==> src/rtl/dly_line_pkg.sv <==
// rtl/dly_line_pkg.sv - shared types and helpers for the two-channel delay line controller
package dly_line_pkg;

    typedef enum logic {
        ST_FLUSH = 1'b0,
        ST_RUN   = 1'b1
    } dly_state_t;

    localparam logic BANK_CH1 = 1'b0;
    localparam logic BANK_CH2 = 1'b1;

    // Requested depths outside 1..max_depth are pinned to the nearest legal value.
    function automatic int clamp_depth(input int req, input int max_depth);
        if (req == 0) begin
            return 1;
        end
        if (req > max_depth) begin
            return max_depth;
        end
        return req;
    endfunction

endpackage

==> src/rtl/dly_line_addr_gen.sv <==
// rtl/dly_line_addr_gen.sv - per-channel circular address counter with primed flag
module dly_line_addr_gen #(
    parameter int AW = 8
) (
    input  logic          clk,
    input  logic          reset_n,
    input  logic          clear,
    input  logic [AW:0]   depth,
    input  logic          valid,
    output logic [AW-1:0] addr,
    output logic          filled
);

    localparam int DW = AW + 1;

    logic [AW:0] last;

    assign last = depth - DW'(1);

    always_ff @(posedge clk or negedge reset_n) begin
        if (!reset_n) begin
            addr   <= '0;
            filled <= 1'b0;
        end else if (clear) begin
            addr   <= '0;
            filled <= 1'b0;
        end else if (valid) begin
            // Completing a full lap means every slot now holds a real sample.
            if (addr == last[AW-1:0]) begin
                addr   <= '0;
                filled <= 1'b1;
            end else begin
                addr <= addr + AW'(1);
            end
        end
    end

endmodule

==> src/rtl/dly_line_ctrl.sv <==
// rtl/dly_line_ctrl.sv - sequencing front end for the two-channel BRAM delay line
module dly_line_ctrl
    import dly_line_pkg::*;
#(
    parameter  int WIDTH      = 32,
    parameter  int MAX_DEPTH  = 256,
    parameter  int DEF_DEPTH1 = 16,
    parameter  int DEF_DEPTH2 = 64,
    localparam int AW         = $clog2(MAX_DEPTH)
) (
    input  logic                    clk,
    input  logic                    reset_n,
    input  logic [AW:0]             cfg_depth1,
    input  logic [AW:0]             cfg_depth2,
    input  logic                    cfg_load,
    input  logic                    flush_req,
    input  logic signed [WIDTH-1:0] data_in1,
    input  logic signed [WIDTH-1:0] data_in2,
    input  logic                    valid_in1,
    input  logic                    valid_in2,
    output logic                    in_ready,
    output logic                    bram_wea,
    output logic                    bram_web,
    output logic [AW:0]             bram_addra,
    output logic [AW:0]             bram_addrb,
    output logic signed [WIDTH-1:0] bram_dina,
    output logic signed [WIDTH-1:0] bram_dinb,
    output logic                    out_valid1,
    output logic                    out_valid2,
    output logic                    busy,
    output logic                    drop_err
);

    localparam int DW = AW + 1;

    dly_state_t    state, state_nx;
    logic          armed;
    logic [AW-1:0] flush_cnt, flush_cnt_nx;
    logic [AW:0]   depth1, depth2;
    logic [AW-1:0] addr1, addr2;
    logic          filled1, filled2;
    logic          acc1, acc2, clear;

    // armed keeps every port quiet for the first clock after reset release.
    assign busy     = armed && (state == ST_FLUSH);
    assign in_ready = (state == ST_RUN);
    assign acc1     = in_ready && valid_in1;
    assign acc2     = in_ready && valid_in2;

    always_comb begin
        state_nx     = state;
        flush_cnt_nx = flush_cnt;
        case (state)
            ST_FLUSH: begin
                if (cfg_load) begin
                    flush_cnt_nx = '0;
                end else if (armed) begin
                    if (flush_cnt == AW'(MAX_DEPTH - 1)) begin
                        state_nx     = ST_RUN;
                        flush_cnt_nx = '0;
                    end else begin
                        flush_cnt_nx = flush_cnt + AW'(1);
                    end
                end
            end
            ST_RUN: begin
                if (cfg_load || flush_req) begin
                    state_nx     = ST_FLUSH;
                    flush_cnt_nx = '0;
                end
            end
            default: begin
                state_nx     = ST_FLUSH;
                flush_cnt_nx = '0;
            end
        endcase
    end

    assign clear = (state_nx == ST_FLUSH);

    always_ff @(posedge clk or negedge reset_n) begin
        if (!reset_n) begin
            state      <= ST_FLUSH;
            armed      <= 1'b0;
            flush_cnt  <= '0;
            depth1     <= DW'(DEF_DEPTH1);
            depth2     <= DW'(DEF_DEPTH2);
            out_valid1 <= 1'b0;
            out_valid2 <= 1'b0;
            drop_err   <= 1'b0;
        end else begin
            state      <= state_nx;
            armed      <= 1'b1;
            flush_cnt  <= flush_cnt_nx;
            out_valid1 <= acc1 && filled1;
            out_valid2 <= acc2 && filled2;
            if (cfg_load) begin
                depth1   <= DW'(clamp_depth(32'(cfg_depth1), MAX_DEPTH));
                depth2   <= DW'(clamp_depth(32'(cfg_depth2), MAX_DEPTH));
                drop_err <= 1'b0;
            end
            // A sample offered while not ready is lost; setting wins over the load clear.
            if ((valid_in1 || valid_in2) && !in_ready) begin
                drop_err <= 1'b1;
            end
        end
    end

    dly_line_addr_gen #(.AW(AW)) u_addr_ch1 (
        .clk     (clk),
        .reset_n (reset_n),
        .clear   (clear),
        .depth   (depth1),
        .valid   (acc1),
        .addr    (addr1),
        .filled  (filled1)
    );

    dly_line_addr_gen #(.AW(AW)) u_addr_ch2 (
        .clk     (clk),
        .reset_n (reset_n),
        .clear   (clear),
        .depth   (depth2),
        .valid   (acc2),
        .addr    (addr2),
        .filled  (filled2)
    );

    assign bram_wea   = busy || acc1;
    assign bram_web   = busy || acc2;
    assign bram_addra = {BANK_CH1, busy ? flush_cnt : addr1};
    assign bram_addrb = {BANK_CH2, busy ? flush_cnt : addr2};
    assign bram_dina  = in_ready ? data_in1 : '0;
    assign bram_dinb  = in_ready ? data_in2 : '0;

endmodule

==> config.mk <==
export PLATFORM = sky130hd
export DESIGN_NAME = dly_line_ctrl
export DESIGN_NICKNAME = d
export VERILOG_FILES = /design/src/rtl/dly_line_pkg.sv /design/src/rtl/dly_line_addr_gen.sv /design/src/rtl/dly_line_ctrl.sv
export SDC_FILE = /design/constraint.sdc
export NUM_CORES = 1
export LEC_CHECK = 0
export ABC_AREA = 1
export ABC_CLOCK_PERIOD_IN_PS = 3070
export CAP_MARGIN = 0
export CORE_ASPECT_RATIO = 1.75
export CORE_MARGIN = 2
export CORE_UTILIZATION = 45
export CTS_CLUSTER_SIZE = 14
export DETAILED_ROUTE_END_ITERATION = 8
export GPL_TIMING_DRIVEN = 0
export PLACE_DENSITY = 0.95
export SYNTH_ARGS = -nofsm -noshare
export SYNTH_HDL_FRONTEND = slang
export SYNTH_SLANG_ARGS = --single-unit
==> constraint.sdc <==
create_clock -name clk -period 3.07 [get_ports clk]
set_input_delay 0.614 -clock clk [delete_from_list [all_inputs] [get_ports clk]]
set_output_delay 0.614 -clock clk [all_outputs]
set_load 0.005 [all_outputs]
# --- After elaboration in Yosys (flattened, before gate mapping) ---
# Cells that the tools add are included.
word_totals:
  regBits: 47
  input_bits: 88
  output_inout_bits: 89
  wordCells: 92
classes:
  add_sub_neg: 5
  order_cmp: 2
  n_eq_ne: 9
  n_mux: 46
  n_bitwise: 1
  reduce_logical: 17
ops:
  columns: ["operator", "n"]
  rows:
  - ["two-way mux 8 bit", 16]
  - ["two-way mux 32 bit", 2]
  - ["two-way mux 1 bit", 26]
  - ["adder 8 x 1 -> 8 bit, second input constant", 3]
  - ["greater-than comparator 9 bit, second input constant", 2]
  - ["logical NOT 9 bit", 2]
  - ["== test 8 bit", 2]
  - ["case mux 8 bit (2 select lines)", 1]
  - ["subtractor 8 x 1 -> 8 bit, second input constant", 2]
  - ["inequality test 2 x 1 -> 1 bit, second input constant", 5]
  - ["== test 8 bit, second input constant", 1]
  - ["logical AND 1 bit", 6]
  - ["AND reduction 2 bit", 3]
  - ["logical OR 1 bit", 4]
  - ["inequality test 3 bit, second input constant", 1]
  - ["case mux 1 bit (2 select lines)", 1]
  - ["nonzero test 2 bit", 1]
  - ["logical NOT 1 bit", 1]
  - ["NOT 1 bit", 1]

# --- Depth between registers and ports, before layout ---
depth:
  word_depth: 7
  mapped_depth: 15
  ltp_nobuf: 15

# --- Hierarchy ---
# Synthesis repeated with hierarchy kept, for this count alone.
unflattened:
  hier_cells: 610
  hier_area_um2: 3698.5
by_module_without_submodules:
  columns: ["mod", "instances", "cells_per_inst", "area_per_inst_um2", "seq_area_each_um2"]
  rows:
  - ["dly_line_ctrl", 1, 378, 2179.6, 778.2]
  - ["dly_line_addr_gen", 2, 116, 759.5, 225.2]

# --- Worst setup path after synthesis ---
# OpenSTA, ideal clock, no wires.
synth_path:
  kind: "register -> output"
  from: "register state (netlist: in_ready)"
  to: "output port bram_dina[10]"
  arrival_time_ns: 1.126
  required_time_ns: 2.456
  path_slack_ns: 1.330
  stages_incl_launch_ff: 5
  n_path_buf: 2
  cell_sequence: "dfrtp_1 -> clkbuf_1 -> clkbuf_1 -> nand2_1 -> inv_1"
synth_via:
  elab_chain_cells: 1
synth_rtl:
  columns: ["item", "line", "text"]
  rows:
  - ["from (decl)", "dly_line_ctrl.sv:36", "dly_state_t state, state_nx;"]
  - ["from (signal assigned)", "dly_line_ctrl.sv:92", "state <= state_nx;"]
  - ["two-way mux 32 bit", "dly_line_ctrl.sv:133", "assign bram_dina = in_ready ? data_in1 : '0;"]
  - ["to (decl)", "dly_line_ctrl.sv:26", "output logic signed [WIDTH-1:0] bram_dina,"]
# Every way passes these cells.

# --- Final worst setup path ---
layout_path:
  from: "register state (netlist: in_ready)"
  to: "output port bram_addrb[3]"
layout_via:
  elab_chain_cells: 3
layout_rtl:
  columns: ["item", "line", "text"]
  rows:
  - ["NOT 1 bit", null, null]
  - ["logical AND 1 bit", "dly_line_ctrl.sv:45", "assign busy = armed && (state == ST_FLUSH);"]
  - ["two-way mux 8 bit", "dly_line_ctrl.sv:132", "assign bram_addrb = {BANK_CH2, busy ? flush_cnt : addr2};"]
  - ["to (decl)", "dly_line_ctrl.sv:25", "output logic [AW:0] bram_addrb,"]
# Every way passes these cells.

==> impl_metrics.ini <==
[outcome]
status = finished clean

[route]
wl_mm = 14.0
vias = 4404
wl_per_cell_um = 16.3
postRouteAntennaNets = 0
firstDrtPassIters = 5
drc_errors = 0
first_iter_violations = 291
viasPerCell = 5.11

[finish]
drive_gt1_share_pct = 5.32
antenna_cells = 0
layout.filler_cells = 660
ff_latch_area_um2 = 1180
final_area_um2 = 5640
nets = 863
areaGrowthSynthToFinish_pct = 55.1
multiInputGateArea_um2 = 1880

[power_and_ir_drop]
internal_power_mw = 1.16
pwr_density_cell_nw_per_um2 = 286
p_sw_mw = 0.458
cellLeakagePower_nw = 3.02
netSwitchingFraction_pct = 28.4
pwr-share-seq_pct = 42.4
pwr-share-comb_pct = 24.7
ir_worst_vdd_mv = 0.204
pwr-share-clk_pct = 32.8

[worst_setup_path]
critPathArrivalTime_ns = 2.28
cp_data_required_time_ns = 2.46
cp_max_fo = 10
r2r-end = u_addr_ch1.filled$_DFFE_PN0P_
regToRegSetupSlack_ns = 0.92
cp-start-kind = register
critPathLaunch = in_ready$_DFF_PN0_
crit_path_end_kind = output port
r2r_start = depth1[0]$_DFFE_PN0P_
cp_slowest_cell = clkdlybuf4s50_1
ff2ff_path_depth = 15
critPathKind = reg -> out
path_cells = inv_2 -> nand2_2 -> inv_1 -> clkbuf_1 -> o21ai_0 -> clkdlybuf4s50_1
critPathMaxStageDelay_ns = 0.55

[floorplan]
placeableCoreArea_um2 = 7910
std_cell_rows = 43
fp.dieH_um = 123
io_pins = 177
initial_core_util_pct = 46.0
dieArea_um2 = 8850
die_width_um = 72.0

[grt]
use_met2_pct = 57.1
gr-total-overflow = 0
met3_usage_pct = 8.96
antenna_found_initial = 1
grt_max_degree = 42
grt_pass1_vias = 4528
grtUsageTotal_pct = 32.8
met1_usage_pct = 36.9
grt_pass1_wl_mm = 22.0
top_usage_layer = met2

[placed_design]
place_area_um2 = 5500
hpwl_mm = 11.6
gp_congestion = 0.989
port-buffer-count = 173

[synth]
synth_seq_area_share_pct = 32.4
avgSynthCellArea_um2 = 6.19
ys_types = 35
ys_warn_count = 0
ys_seq_elements = 47
synthCells = 588
syn_area_um2 = 3640

[flow_run]
drv_cap = 0

[sta]
setup_viol = 0
slew_headroom_pct = 66.5
max_freq_mhz = 346
skew_ns = 0.00291
maxSlewViolCount = 0
rsz0062_at_grt = false
period_share_pct = 94.2
hold_viol = 0
tightest_slew_ns = 0.502
finalCriticalPeriod_ns = 2.89
finalSetupTns_ns = 0

[clock_network]
clk_pin_slew_ns = 0.06
clk_path_buf_depth = 2
clock-sinks = 47
cts_buffers = 5
clk_latency_ns = 0.29
post_cts_buffers = 0
cts_resized = 0
tritoncts = built
h-tree-depth = 2
clockRootBuffer = clkbuf_16
hold_buffers = 0

[worst_hold_path]
hp-class = in -> async
==> area by class of cell <==
type	instances	area share, %
Multi-Input combinational cell	395	33.3
Timing Repair Buffer	174	31.0
Sequential cell	47	20.9
Inverter	128	8.51
Clock buffer	6	2.28
Tap cell	90	2.00
Buffer	19	1.82
Clock inverter	2	0.222
==> cells by family (layout without fill, tap and decap cells) <==
| family | Yosys count | count (layout) | share of synthesized area, % |
|---|---|---|---|
| XOR/XNOR | 13 | 13 | 3.13 |
| AND/OR/NAND/NOR | 319 | 319 | 38.2 |
| AO/OA/AOI/OAI | 55 | 55 | 8.36 |
| buffers and inverters | 147 | 329 | 16.0 |
| adder cells (fa/ha/maj) | 5 | 5 | 1.72 |
| flip-flops | 47 | 47 | 32.4 |
| other | 2 | 3 | 0.206 |
==> registers in the layout (all words and copies together), names as in the netlist <==
signal,cells
drop_err,1
out_valid2,1
u_addr_ch2.addr,8
depth2,8
armed,1
out_valid1,1
depth1,8
u_addr_ch1.filled,1
u_addr_ch1.addr,8
u_addr_ch2.filled,1
in_ready,1
flush_cnt,8
==> power groups by stage <==
stage	combinational, mW	sequential [mW]	clock [mW]
after floorplan	0.178	0.685	0
after global routing	0.445	0.687	0.570
after global placement	0.382	0.693	0
after detailed placement	0.393	0.694	0
final	0.399	0.684	0.530
after CTS	0.398	0.683	0.540
==> layout by cell type (no fill, tap or decap), types with 4 or more instances in the layout <==
cell type,n
a21oi_1,10
clkdlybuf4s50_1,172
nand4_1,12
clkbuf_16,5
nand2_1,193
o22ai_1,6
o21ai_0,34
xnor2_1,4
nand3_2,6
inv_1,127
ha_1,5
nor3_1,7
nand2_2,4
clkbuf_1,11
xor2_1,9
nand3_1,36
dfrtp_1,45
nor2_1,49
==> how the worst max path moves through the flow <==
stage                       endpoint  slack, ns  depth (start not counted)
6_report               bram_addrb[3]       0.18                          6
5_1_grt                bram_addrb[1]       0.02                          6
4_1_cts                bram_addra[3]       0.08                          7
3_5_place_dp           bram_addra[3]       0.40                          7
3_3_place_gp   depth1[6]$_DFFE_PN0P_       0.11                          1
2_1_floorplan          bram_dina[10]       1.33                          4
==> synth_stat cells <==
library cell  number  area (µm²)
a21oi_1           10        50.1
or2_2              2        12.5
nand3_2            6        60.1
nor2_2             1        6.26
clkbuf_2           1        5.00
o22ai_1            6        37.5
nor4_1             2        12.5
conb_1             2        7.51
nand2_1          193         724
and2_1             2        12.5
ha_1               5        62.6
xor2_1             9        78.8
buf_6              2        22.5
o211ai_1           1        7.51
o221ai_1           1        8.76
nand3_4            1        17.5
a21oi_2            1        8.76
nor2_4             1        11.3
clkbuf_1          11        41.3
nor3_1             7        35.0
nand4_1           12        75.1
nand2_2            4        25.0
inv_2              1        3.75
dfrtp_1           45        1130
nand2_4            2        22.5
dfstp_2            2        52.6
nor3_2             1        10.0
nor2_1            49         184
xnor2_1            4        35.0
a21oi_4            1        16.3
o21ai_0           35         175
inv_1            127         477
nand3_1           36         180
buf_2              2        10.0
buf_4              3        22.5
==> critical path, delay by kind of cell (launching register included) <==
family                 cells  cell delay [ns]
buffers and inverters      4             1.00
flip-flops                 1             0.49
AO/OA/AOI/OAI              1             0.32
AND/OR/NAND/NOR            1             0.17
==> metrics by stage <==
step                      util [%]  hold WS [ns]  power (mW)  worst slack, ns  instances
after global routing          71.3         0.156        1.70           0.0231        861
after detailed placement      69.5         0.463        1.09            0.398        853
final                         71.3         0.157        1.61            0.177        861
after floorplan                  -         0.318       0.863             1.33        589
after global placement        69.4         0.455        1.08            0.109        852
after CTS                     71.3         0.155        1.62           0.0788        861
==> layer usage <==
metal | share of wire (%) | vias to the layer above
met2 | 48 | 235
met3 | 11 | 34
met1 | 37 | 1991
met5 | 0.036 | -
met4 | 4.3 | 2
li1 | - | 2142
No activity file was read; power rests on OpenSTA's default activity.
